### config.mk
export PLATFORM = sky130hd
export DESIGN_NAME = csr_timer_irq_unit
export DESIGN_NICKNAME = d
export VERILOG_FILES = /design/src/rtl/csr_irq_pkg.sv /design/src/rtl/csr_timer_chan.sv /design/src/rtl/csr_timer_irq_unit.sv
export SDC_FILE = /design/constraint.sdc
export NUM_CORES = 1
export LEC_CHECK = 0
export CORE_AREA = 2 2 223 225
export DETAILED_ROUTE_END_ITERATION = 16
export DIE_AREA = 0 0 225 227
export DONT_BUFFER_PORTS = 1
export HOLD_SLACK_MARGIN = 0.12
export PLACE_DENSITY = 0.52
export REMOVE_ABC_BUFFERS = 1
export SYNTH_ARGS = -nofsm -noshare
export SYNTH_HDL_FRONTEND = slang
export SYNTH_SLANG_ARGS = --single-unit
### constraint.sdc
create_clock -name clk -period 5.6 [get_ports clk]
set_input_delay 1.4 -clock clk [delete_from_list [all_inputs] [get_ports clk]]
set_output_delay 1.4 -clock clk [all_outputs]
set_load 0.005 [all_outputs]
### src/rtl/csr_irq_pkg.sv
// csr_irq_pkg: shared offsets, field positions and masked-write helper for the timer/irq unit
package csr_irq_pkg;
  localparam logic [1:0] OFF_TCFG = 2'd0;
  localparam logic [1:0] OFF_TVAL = 2'd1;
  localparam logic [1:0] OFF_TICLR = 2'd2;
  localparam int OFF_IRQ_MODE = 0;
  localparam int OFF_IRQ_PEND = 1;
  localparam int TCFG_EN = 0;
  localparam int TCFG_PERIOD = 1;
  localparam int TCFG_INITV_LSB = 2;
  localparam int TICLR_CLR = 0;
  function automatic logic [31:0] wmerge(input logic [31:0] old, input logic [31:0] wmask, input logic [31:0] wvalue);
    return (wmask & wvalue) | (~wmask & old);
  endfunction
endpackage

### src/rtl/csr_timer_chan.sv
// csr_timer_chan: one one-shot/periodic down-counter with sticky pending and its TCFG/TVAL/TICLR registers
module csr_timer_chan
  import csr_irq_pkg::*;
#(
  parameter int CNT_W = 32
) (
  input  logic        clk,
  input  logic        reset,
  input  logic        sel,
  input  logic [1:0]  off,
  input  logic        we,
  input  logic [31:0] wmask,
  input  logic [31:0] wvalue,
  output logic [31:0] rdata,
  output logic        pend
);
  logic [CNT_W-1:0] cnt;
  logic [CNT_W-1:2] initval;
  logic en, periodic, cfg_we, clr, zero;
  logic [31:0] cfg, cfg_new;
  always_comb begin
    cfg = 32'({initval, periodic, en});
    cfg_new = wmerge(cfg, wmask, wvalue);
    cfg_we = sel && we && off == OFF_TCFG;
    clr = sel && we && off == OFF_TICLR && wmask[TICLR_CLR] && wvalue[TICLR_CLR];
    zero = en && cnt == '0;
    rdata = !sel ? '0 : off == OFF_TCFG ? cfg : off == OFF_TVAL ? 32'(cnt) : '0;
  end
  // counting uses the pre-write en, so a disabling write still lets that edge count
  always_ff @(posedge clk) begin
    if (reset) begin
      cnt <= '1;
      en <= 1'b0;
      periodic <= 1'b0;
      initval <= '0;
      pend <= 1'b0;
    end else begin
      pend <= zero | (pend & ~clr);
      if (cfg_we) begin
        en <= cfg_new[TCFG_EN];
        periodic <= cfg_new[TCFG_PERIOD];
        initval <= cfg_new[CNT_W-1:TCFG_INITV_LSB];
      end
      if (cfg_we && cfg_new[TCFG_EN]) cnt <= {cfg_new[CNT_W-1:TCFG_INITV_LSB], 2'b00};
      else if (en && cnt != '1) cnt <= (zero && periodic) ? {initval, 2'b00} : cnt - CNT_W'(1);
    end
  end
endmodule

### src/rtl/csr_timer_irq_unit.sv
// csr_timer_irq_unit: timer bank plus synchronised level/edge hw interrupt front end on the CSR port
module csr_timer_irq_unit
  import csr_irq_pkg::*;
#(
  parameter int          NUM_TMR     = 4,
  parameter int          CNT_W       = 32,
  parameter int          NUM_HWI     = 8,
  parameter int          SYNC_STAGES = 2,
  parameter logic [13:0] TMR_BASE    = 14'h60,
  parameter logic [13:0] IRQ_BASE    = 14'h70
) (
  input  logic               clk,
  input  logic               reset,
  input  logic [13:0]        csr_num,
  input  logic               csr_we,
  input  logic [31:0]        csr_wmask,
  input  logic [31:0]        csr_wvalue,
  output logic [31:0]        csr_rvalue,
  output logic               csr_hit,
  input  logic [NUM_HWI-1:0] hw_int_in,
  output logic [NUM_HWI-1:0] hwi_pend,
  output logic [NUM_TMR-1:0] ti_pend,
  output logic               ti_any
);
  logic [13:0] toff;
  logic tmr_hit, mode_hit, pend_hit, mode_we;
  logic [31:0] rd [NUM_TMR];
  logic [SYNC_STAGES-1:0][NUM_HWI-1:0] sync;
  logic [NUM_HWI-1:0] s, s_d, sticky, mode, mode_new, pend_clr, mode_chg;
  assign toff = csr_num - TMR_BASE;
  assign tmr_hit = toff < 14'(4 * NUM_TMR) && toff[1:0] != 2'd3;
  for (genvar i = 0; i < NUM_TMR; i++) begin : g_chan
    csr_timer_chan #(.CNT_W(CNT_W)) u_chan (
      .clk(clk), .reset(reset), .sel(tmr_hit && toff[13:2] == 12'(i)), .off(toff[1:0]),
      .we(csr_we), .wmask(csr_wmask), .wvalue(csr_wvalue), .rdata(rd[i]), .pend(ti_pend[i])
    );
  end
  always_comb begin
    mode_hit = csr_num == IRQ_BASE + 14'(OFF_IRQ_MODE);
    pend_hit = csr_num == IRQ_BASE + 14'(OFF_IRQ_PEND);
    mode_we = mode_hit && csr_we;
    mode_new = NUM_HWI'(wmerge(32'(mode), csr_wmask, csr_wvalue));
    mode_chg = mode_we ? mode_new ^ mode : '0;
    pend_clr = (pend_hit && csr_we) ? csr_wmask[NUM_HWI-1:0] & csr_wvalue[NUM_HWI-1:0] : '0;
    s = sync[SYNC_STAGES-1];
    hwi_pend = (mode & sticky) | (~mode & s);
    ti_any = |ti_pend;
    csr_hit = tmr_hit | mode_hit | pend_hit;
    csr_rvalue = (mode_hit ? 32'(mode) : '0) | (pend_hit ? 32'(hwi_pend) : '0);
    for (int i = 0; i < NUM_TMR; i++) csr_rvalue = csr_rvalue | rd[i];
  end
  // edges only latch while a line is in edge mode; a mode change drops any stale sticky bit
  always_ff @(posedge clk) begin
    if (reset) begin
      sync <= '0;
      s_d <= '0;
      sticky <= '0;
      mode <= '0;
    end else begin
      sync <= {sync[SYNC_STAGES-2:0], hw_int_in};
      s_d <= s;
      sticky <= (s & ~s_d & mode) | (sticky & ~(pend_clr | mode_chg));
      if (mode_we) mode <= mode_new;
    end
  end
endmodule
---- Yosys cells after proc, flatten, opt, wreduce, memory -nomap -nowiden ----
Index checks and enable logic that the tools add are counted.
storage, ports and cells
  logic and storage cells ................. 169
  bits in registers ....................... 300
  output and inout bits ................... 46
  bits of input ports ..................... 89
operators by class
  reduce and logical (&&, ||, !) cells .... 54
  order comparisons ....................... 1
  bitwise logic cells ..................... 44
  mux-type cells .......................... 28
  $add $sub $neg .......................... 5
  equality and inequality tests ........... 12
operators by type and width
  kind                                                                   number
  32-bit 2-to-1 mux                                                      24
  32-bit OR                                                              7
  32-bit bitwise AND                                                     5
  32-bit logical NOT                                                     4
  32-bit inequality test, second input constant                          4
  32-bit by 1-bit subtractor with 32-bit output, second input constant   4
  8-bit bitwise AND                                                      7
  1-bit logical AND                                                      43
  8-bit OR                                                               5
  8-bit 2-to-1 mux                                                       4
  32-bit NOT                                                             1
  8-bit by 32-bit OR with 32-bit output                                  1
  14-bit by 7-bit == test with 1-bit output, second input constant       2
  12-bit by 2-bit == test with 1-bit output, second input constant       2
  8-bit NOT                                                              3
  14-bit by 5-bit < comparator with 1-bit output, second input constant  1
  14-bit by 7-bit subtractor with 14-bit output, second input constant   1
  12-bit by 1-bit == test with 1-bit output, second input constant       1
  12-bit logical NOT                                                     1
  2-bit nonzero test                                                     4
  8-bit XOR                                                              1
  1-bit OR                                                               6
  1-bit bitwise AND                                                      4
  1-bit NOT                                                              4
  other kinds (5)                                                        5

---- Logic depth before layout (Yosys ltp) ----
Gate-level depths: netlist of the first run.
  depth in word-level cells ............... 11
  mapped depth ............................ 12
  gate-level depth less buffers ........... 8

---- Cells and area by module ----
From an unflattened synthesis of the first run, not the netlist that was laid out.
unflattened totals
  cells, all modules ...................... 2551
  area, all modules ....................... 19602.6 um2
modules (own cells, without submodules)
  module              area each (um2)  cells each  instances  seq. area each (um2)
  csr_timer_chan      4370.4           575         4          1301.2
  csr_timer_irq_unit  2120.8           251         1          800.8

---- Worst setup path before layout of the first run ----
No wires, ideal clock.
  path type ............................... input to output
  from .................................... input csr_num[5]
  to ...................................... output csr_rvalue[11]
  required time ........................... 4200 ps
  path slack .............................. 497 ps
  arrival ................................. 3703 ps
  stages on the path ...................... 9
  path buffers ............................ 2
  path through ............................ ha_1 -> nor4b_1 -> nand2_1 -> nor4_1 -> and3b_1 -> clkbuf_1 -> clkbuf_1 -> a22oi_1 -> nand3_1
between the ends
  cells in the longest elaborated chain, start to end .. 9
  elaborated cells on any way between the ends .. 19
  classes of those cells .................. add/sub (1); order compare (1); eq/ne (3); mux (4); bitwise (4); reduce/logical (6)
ends and longest elaborated chain
  what                                               RTL line                  text
  start, declared                                    csr_timer_irq_unit.sv:14  input logic [13:0] csr_num,
  14-bit by 7-bit subtractor with 14-bit output (*)  csr_timer_irq_unit.sv:30  assign toff = csr_num - TMR_BASE;
  14-bit by 5-bit < comparator with 1-bit output     csr_timer_irq_unit.sv:31  assign tmr_hit = toff < 14'(4 * NUM_TMR) && toff[1:0] != 2'd3;
  1-bit logical AND                                  csr_timer_irq_unit.sv:31
  1-bit logical AND                                  csr_timer_irq_unit.sv:34  .clk(clk), .reset(reset), .sel(tmr_hit && toff[13:2] == 12'(i)), .off(toff[1:0]),
  32-bit 2-to-1 mux                                  csr_timer_chan.sv:27      rdata = !sel ? '0 : off == OFF_TCFG ? cfg : off == OFF_TVAL ? 32'(cnt) : '0;
  8-bit by 32-bit OR with 32-bit output              csr_timer_irq_unit.sv:50  for (int i = 0; i < NUM_TMR; i++) csr_rvalue = csr_rvalue | rd[i];
  32-bit OR (2 in a row)                             csr_timer_irq_unit.sv:50
  32-bit OR (*)                                      csr_timer_irq_unit.sv:50
  end, declared                                      csr_timer_irq_unit.sv:18  output logic [31:0] csr_rvalue,
Mark *: on every way between the ends. The rest lies on a longest branch, timed or not.

---- Final worst setup path of the first run ----
  from .................................... input csr_num[5]
  to ...................................... output csr_rvalue[31]
The elaborated chain is that of the path after synthesis.

==> results by group, run 1 <==
GRT
  – Total gr overflow: 0
  – First-pass GRT wire length: 131900 µm
  – Antenna violations before repair: 2
  – Vias in the first global route: 19080
  – Largest net degree at the start of global routing: 260
  – GRT Total Usage: 0.3485

STA
  – Clk_skew: 34.80 ps
  – Hold Vio Cnt, Final: 0
  – Final max-slew violation count: 0
  – Max Fclk: 185.1 MHz
  – Min Tclk post-route: 5401 ps
  – Setup violators final: 0
  – Slew HR: 0.1334
  – Slew @ Worst Pin: 1295 ps
  – Final worst path period share: 0.9645
  – RSZ-0062 raised after global routing: false

Yosys
  – Mapped Avg Cell Area: 7.291 µm²
  – Synth Cell Area: 19220 µm²
  – Seq cells post-synth: 300
  – Post-synth EDFFs: 0
  – Synth top area cells: dfxtp_1, nand2_1, a21oi_1
  – Synth Warn #: 0
  – Sequential fraction of the synthesis area: 0.3125
  – Distinct cell type count of the synthesized netlist: 79
  – Largest area contributor in the netlist: dfxtp_1
  – Post-synth ARST share: 0
  – Main flop type after synthesis: dfxtp_1
  – Syn Inst Count: 2636
  – Post-synth top area share: 0.3125

Detailed routing
  – DRT met1 WL: 36200 µm
  – DR WL met3: 7956 µm
  – Max Used Layer: met5
  – DRT Pass-1 Iters: 6
  – 1st-iter DRT viols: 2705
  – Drt total wl: 90790 µm
  – Wire per inst: 28.99 µm
  – DR vias/cell: 6.589
  – Metal2 WL: 40230 µm
  – Final ANT Viol Nets: 0
  – Drt drc: 0
  – Vias: 20640

Worst setup path
  – Cell Chain, Critical Path: ha_1 > nor4b_1 > nand2_1 > nor4_1 > nor2b_2 > buf_4 > a22oi_1 > nand3_1
  – Worst EP required: 4200 ps
  – Reg-to-Reg Start: g_chan[1].u_chan.cnt[1]
  – Crit. End Element: output pin
  – Crit path max-delay family: simple AND/OR/NAND/NOR gates
  – WP data arrival: 4000 ps
  – Max incr delay on CP: 570 ps
  – CP Buf/Inv Count: 1
  – Setup crit start kind: input pin
  – Worst Setup SP: csr_num[5]
  – Slowest-stage cell, CP: nor4_1
  – CP Class: in -> out
  – Worst-path fanout max: 26

Finish
  – Commonest non-fill, non-tap cells in the layout: nand2_1, dfxtp_1, a21oi_1
  – Commonest non-fill, non-tap cell in the layout: nand2_1
  – Nets: 2582
  – Post-route cell area: 20640 µm²
  – Layout cells sized above 1: 0.07171
  – Diodes inserted: 0
  – Synthesis-to-layout area growth: 7.409%

Pwr
  – Pwr per Cell Area: 234.7 nW/µm²
  – Worst IR Drop VDD: 0.0002305 V
  – Power consumption: 4.846 mW
  – P_leak: 7.080 nW

Floorplanning
  – Number of cell rows: 81
  – Core area: 48550 µm²
  – Die Y: 227 µm
  – Ports: 135
  – Die ar.: 51080 µm²
  – Initial Utilization: 0.3959
  – Die X: 225 µm

Clocking
  – # Post-CTS Setup Buffers: 0
  – Clock Tree Buf Depth: 3
  – Root Buffer: clkbuf_16
  – H-tree levels: 2
  – Sink Count: 300
  – Cts hold-fix bufs: 0
  – CTS tree: yes
  – Post_cts resized: 0
  – Worst-path clk slew: 60 ps
  – CTS Buf Count: 38
  – Clock latency on the worst-skew pair: 570 ps

Run
  – # Max-Cap Violations: 0

Outcome
  – Outcome: completed

Min path
  – Startpoint of the worst hold path: sync[3]
  – HP Class: reg -> reg

Place
  – Dpl cell area: 19420 µm²
  – GPL Wtd Cong: 0.9767
  – Hpwl dp: 66180 µm
  – # port buffers: 0
area by class of cell:
cell class | instances | area, µm²
fill | 5010 | 27900
clock inverter | 9 | 76.32
tap | 622 | 778.2
sequential | 300 | 6006
inverter | 97 | 364.1
timing repair buffer | 43 | 322.8
multi-input combinational | 2004 | 11950
clock buffer | 57 | 1144
logic make-up (layout without fill, tap and decap cells):
logic type	count (synthesis)	after routing	synth area share
and+or+nand+nor	1086	1086	0.2751
AOI/OAI and AO/OA	748	748	0.2521
buffers and inverters	332	206	0.06960
DFF	300	300	0.3125
muxes	124	124	0.06790
xor gates and xnor gates	37	37	0.01686
adders and majority gates	9	9	0.005859
metrics by stage:
step / cells / util / hold WS [ps] / setup TNS (ps) / worst slack, ps
6_report: 3132 / 0.4252 / 437.7 / 0 / 198.6
5_1_grt: 3132 / 0.4252 / 453.9 / 0 / 10.98
4_1_cts: 3132 / 0.4252 / 441.4 / 0 / 322.2
3_5_place_dp: 3066 / 0.4001 / 428.0 / 0 / 347.8
3_3_place_gp: 3066 / 0.4001 / 420.4 / 0 / 359.6
2_1_floorplan: 2401 / - / 413.8 / -49610 / -657.6
worst reg2reg max path, stage by stage (launching register included):
cell	delay (ps)
dfxtp_1	420
inv_1	120
ha_1	210
or4b_1	560
or3_1	490
or4_1	930
buf_4	390
o2111a_1	270
a21oi_1	160
a22oi_1	110
path summary, 6_finish.rpt:
path / to / slack (ps) / cells past startpoint
hold reg to reg: s[3] / 440 / 1
hold / removal: s[3] / 440 / 1
setup reg to reg: g_chan[1].u_chan.cnt[2] / 1760 / 9
setup / recovery: csr_rvalue[31] / 200 / 8
metal layers:
layer  GRT usage  vias up
li1            -     9325
met1      0.4329     9979
met2      0.5573     1088
met3     0.07318      244
met4      0.2098        2
met5           0        -
registers in the layout, indices dropped and copies added, names as in the netlist, named ones only:
name and flops:
g_chan.u_chan.pend 4, g_chan.u_chan.en 4, g_chan.u_chan.cnt 128, s_d 8
mode 8, g_chan.u_chan.initval 120, sync 8, sticky 8
s 8
synthesized netlist by cell type, types with 9 or more instances:
library cell and instances:
nor2_1 144, a31oi_1 17, o211ai_1 38, o22ai_1 12, or4_1 34, nor2b_1 41
a211oi_1 13, o31ai_1 15, mux2_2 47, o21ai_0 179, inv_1 97, mux2i_1 76
a21o_1 10, nand2_1 406, a221oi_1 23, or3_1 14, nand3b_1 13, o41ai_1 9
o2111ai_1 10, nand3_1 179, ha_1 9, nand4_1 50, and3_1 20, xnor2_1 12
buf_2 11, a21oi_1 205, clkbuf_1 206, a22oi_1 91, nor3_1 54, nor4_1 46
o221ai_1 12, nand2b_1 36, a2bb2oi_1 13, xor2_1 25, dfxtp_1 300
power by group:
group          switching, mW  internal, mW  total, mW  leakage (nW)
clock                   1.01          1.45       2.46         0.604
sequential            0.0228          2.15       2.17          2.43
combinational          0.127        0.0832      0.211          4.05
total                   1.16          3.68       4.85          7.08
Note: power is estimated with default switching activity, not from simulation.
==> run 2, diff against run 1 <==
Settings changed: CAP_MARGIN from default to 20, CTS_BUF_LIST from default to sky130_fd_sc_hd__clkbuf_4 sky130_fd_sc_hd__clkbuf_8.
==> run 2 against run 1 <==
  * Non-clock buffer count increased by 3
  * Global-route usage rose by 0.19 points
  * Sequential share of layout area shrank 0.069 points
  * Count of clock-buffer cells in the layout is 37 higher
  * Cell count up 1.3%
  * Highest routed layer is now met4
  * Wire length grew 0.55%
  * Die area did not move
  * Flip-flop and latch count is the same
  * Sequential power hardly changed
  * Power shrank 1.6%
  * Via count rose by 0.90%
  * Worst hold slack worse by 8.3 ps
==> results by group, run 2 (synthesized netlist as in run 1, its figures left out) <==
Clocking
  – # Post-CTS Setup Buffers: 0 (unchanged)
  – Cts hold-fix bufs: 0 (unchanged)
  – Root Buffer: clkbuf_8
  – H-tree levels: 2 (unchanged)
  – CTS Buf Count: 59 (+55%)
  – Worst-path clk slew: 60 ps (about the same)
  – Post_cts resized: 0 (unchanged)
  – Sink Count: 300 (unchanged)
  – CTS tree: yes
  – Clock Tree Buf Depth: 3 (unchanged)
  – Clock latency on the worst-skew pair: 710 ps (+140 ps)

Pwr
  – Register share of total power: 0.456 (+0.008)
  – Sw Ratio: 0.2529 (+0.01302)
  – Pint: 3.561 mW (-3.3%)
  – Pwr per Cell Area: 230.4 nW/µm² (-1.9%)
  – P_leak: 7.165 nW (+1.2%)
  – Combinational Power Share: 0.045 (+0.002)
  – Power consumption: 4.766 mW (-1.6%)
  – Clock power share: 0.499 (-0.009)
  – Worst IR Drop VDD: 0.0001882 V (-18%)
  – Net switching power figure: 1.205 mW (+3.7%)

Finish
  – Nets: 2606 (+0.93%)
  – Max reg flops: 128 (unchanged)
  – Largest regs: g_chan.u_chan.cnt x128, g_chan.u_chan.initval x120
  – Commonest non-fill, non-tap cells in the layout: nand2_1, dfxtp_1, a21oi_1
  – Layout cells sized above 1: 0.09013 (+0.01841)
  – Synthesis-to-layout area growth: 7.663%
  – Commonest non-fill, non-tap cell in the layout: nand2_1
  – Top reg by flops: g_chan.u_chan.cnt
  – Utilization after layout: 0.4262 (+0.001005)
  – Diodes inserted: 0 (unchanged)

Place
  – # port buffers: 0 (unchanged)
  – Hpwl dp: 66180 µm (unchanged)
  – GPL Wtd Cong: 0.9767 (unchanged)
  – Pre-CTS WS: 347.8 ps (unchanged)

GRT
  – Vias in the first global route: 19300 (+1.1%)
  – GRT Total Usage: 0.3505 (+0.001945)
  – Antenna violations before repair: 1 (-1)
  – Total gr overflow: 0 (unchanged)
  – First-pass GRT wire length: 132600 µm (+0.56%)
  – Largest net degree at the start of global routing: 260 (unchanged)

Worst setup path
  – Reg-to-Reg Start: g_chan[1].u_chan.cnt[1]
  – Crit. End Element: output pin
  – Worst-path fanout max: 26 (unchanged)
  – FF-to-FF path depth: 9 (unchanged)
  – CP Class: in -> out
  – Worst Setup SP: csr_num[5]
  – Setup crit start kind: input pin
  – WP data arrival: 4020 ps (+20 ps)
  – Worst EP required: 4200 ps (about the same)

STA
  – Setup violators final: 0 (unchanged)
  – Slew HR: 0.2133 (+0.07988)
  – Worst setup margin: 184.2 ps (-14.38 ps)
  – Final worst path period share: 0.9671 (+0.002568)
  – Hold slack: 429.4 ps (-8.334 ps)
  – Min Tclk post-route: 5416 ps (+14.38 ps)
  – Final max-slew violation count: 0 (unchanged)
  – Slew @ Worst Pin: 1174 ps (-121.4 ps)
  – Max Fclk: 184.6 MHz (-0.27%)
  – Setup TNS: 0 ps (unchanged)
  – Hold Vio Cnt, Final: 0 (unchanged)
  – Clk_skew: 49.78 ps (+14.98 ps)
  – RSZ-0062 raised after global routing: false

Floorplanning
  – Die ar.: 51080 µm² (unchanged)
  – Ports: 135 (unchanged)
  – Die Y: 227 µm (unchanged)
  – Initial Utilization: 0.3959 (unchanged)
  – Core area: 48550 µm² (unchanged)
  – Number of cell rows: 81 (unchanged)
  – Die X: 225 µm (unchanged)

Min path
  – Startpoint of the worst hold path: sync[3]
  – HP Class: reg -> reg
  – Hold path cells: 1 (unchanged)

Detailed routing
  – DR vias/cell: 6.561 (-0.43%)
  – DRT Pass-1 Iters: 6 (unchanged)
  – Final ANT Viol Nets: 0 (unchanged)
  – 1st-iter DRT viols: 2817 (+4.1%)
  – Drt drc: 0 (unchanged)
  – Wire per inst: 28.76 µm (-0.78%)
  – Vias: 20820 (+0.90%)
  – Drt total wl: 91300 µm (+0.55%)

Run
  – # Max-Cap Violations: 0 (unchanged)

Outcome
  – Outcome: completed
[run 2: cell types whose count changed in the layout (fill, tap and decap cells not counted)]
cell and delta:
clkinv_2 +4, clkbuf_16 -39, inv_6 -1, inv_8 +1
bufinv_16 -1, buf_6 +1, clkbuf_4 +19, clkbuf_1 -8
clkbuf_8 +66, clkinvlp_4 -1, buf_4 +1
[run 2: critical path, stage by stage]
cell and delay (ps):
ha_1 270, nor4b_1 490, nand2_1 280, nor4_1 570
nor2b_2 250, buf_4 360, a22oi_1 130, nand3_1 250
[run 2: area by class of cell]
class | count | area, µm²
Clock inverter | 11 | 61.31
Fill cell | 5033 | 27850
Timing Repair Buffer | 46 | 349.1
Clock buffer | 94 | 1181
Tap cell | 622 | 778.2
Sequential cell | 300 | 6006
Multi-Input combinational cell | 2004 | 11950
Inverter | 97 | 364.1
[run 2: power groups by stage]
stage          registers [mW]  logic (mW)  clock network (mW)
2_1_floorplan            2.21       0.125                   0
3_5_place_dp             2.22       0.205                   0
5_1_grt                  2.17       0.222                2.50
6_report                 2.17       0.213                2.38
4_1_cts                  2.17       0.206                2.41
3_3_place_gp             2.22       0.206                   0
[run 2: path summary, 6_finish.rpt]
kind	to	slack (ps)
max reg2reg	g_chan[1].u_chan.cnt[14]	1770
min	s[3]	430
min reg2reg	s[3]	430
max	csr_rvalue[13]	180
[run 2: metrics by stage]
stage	area, µm²	cells
after floorplan	18250	2401
after CTS	20660	3171
after detailed placement	19420	3066
after global placement	19420	3066
final	20690	3174
after global routing	20690	3174
[run 2: per-layer routing]
metal | routed length, µm | share of wire | track usage
met5 | 0 | 0 | 0
met4 | 6553 | 0.072 | 0.2243
met3 | 8161 | 0.089 | 0.06776
met2 | 40490 | 0.44 | 0.5581
met1 | 36090 | 0.40 | 0.4358
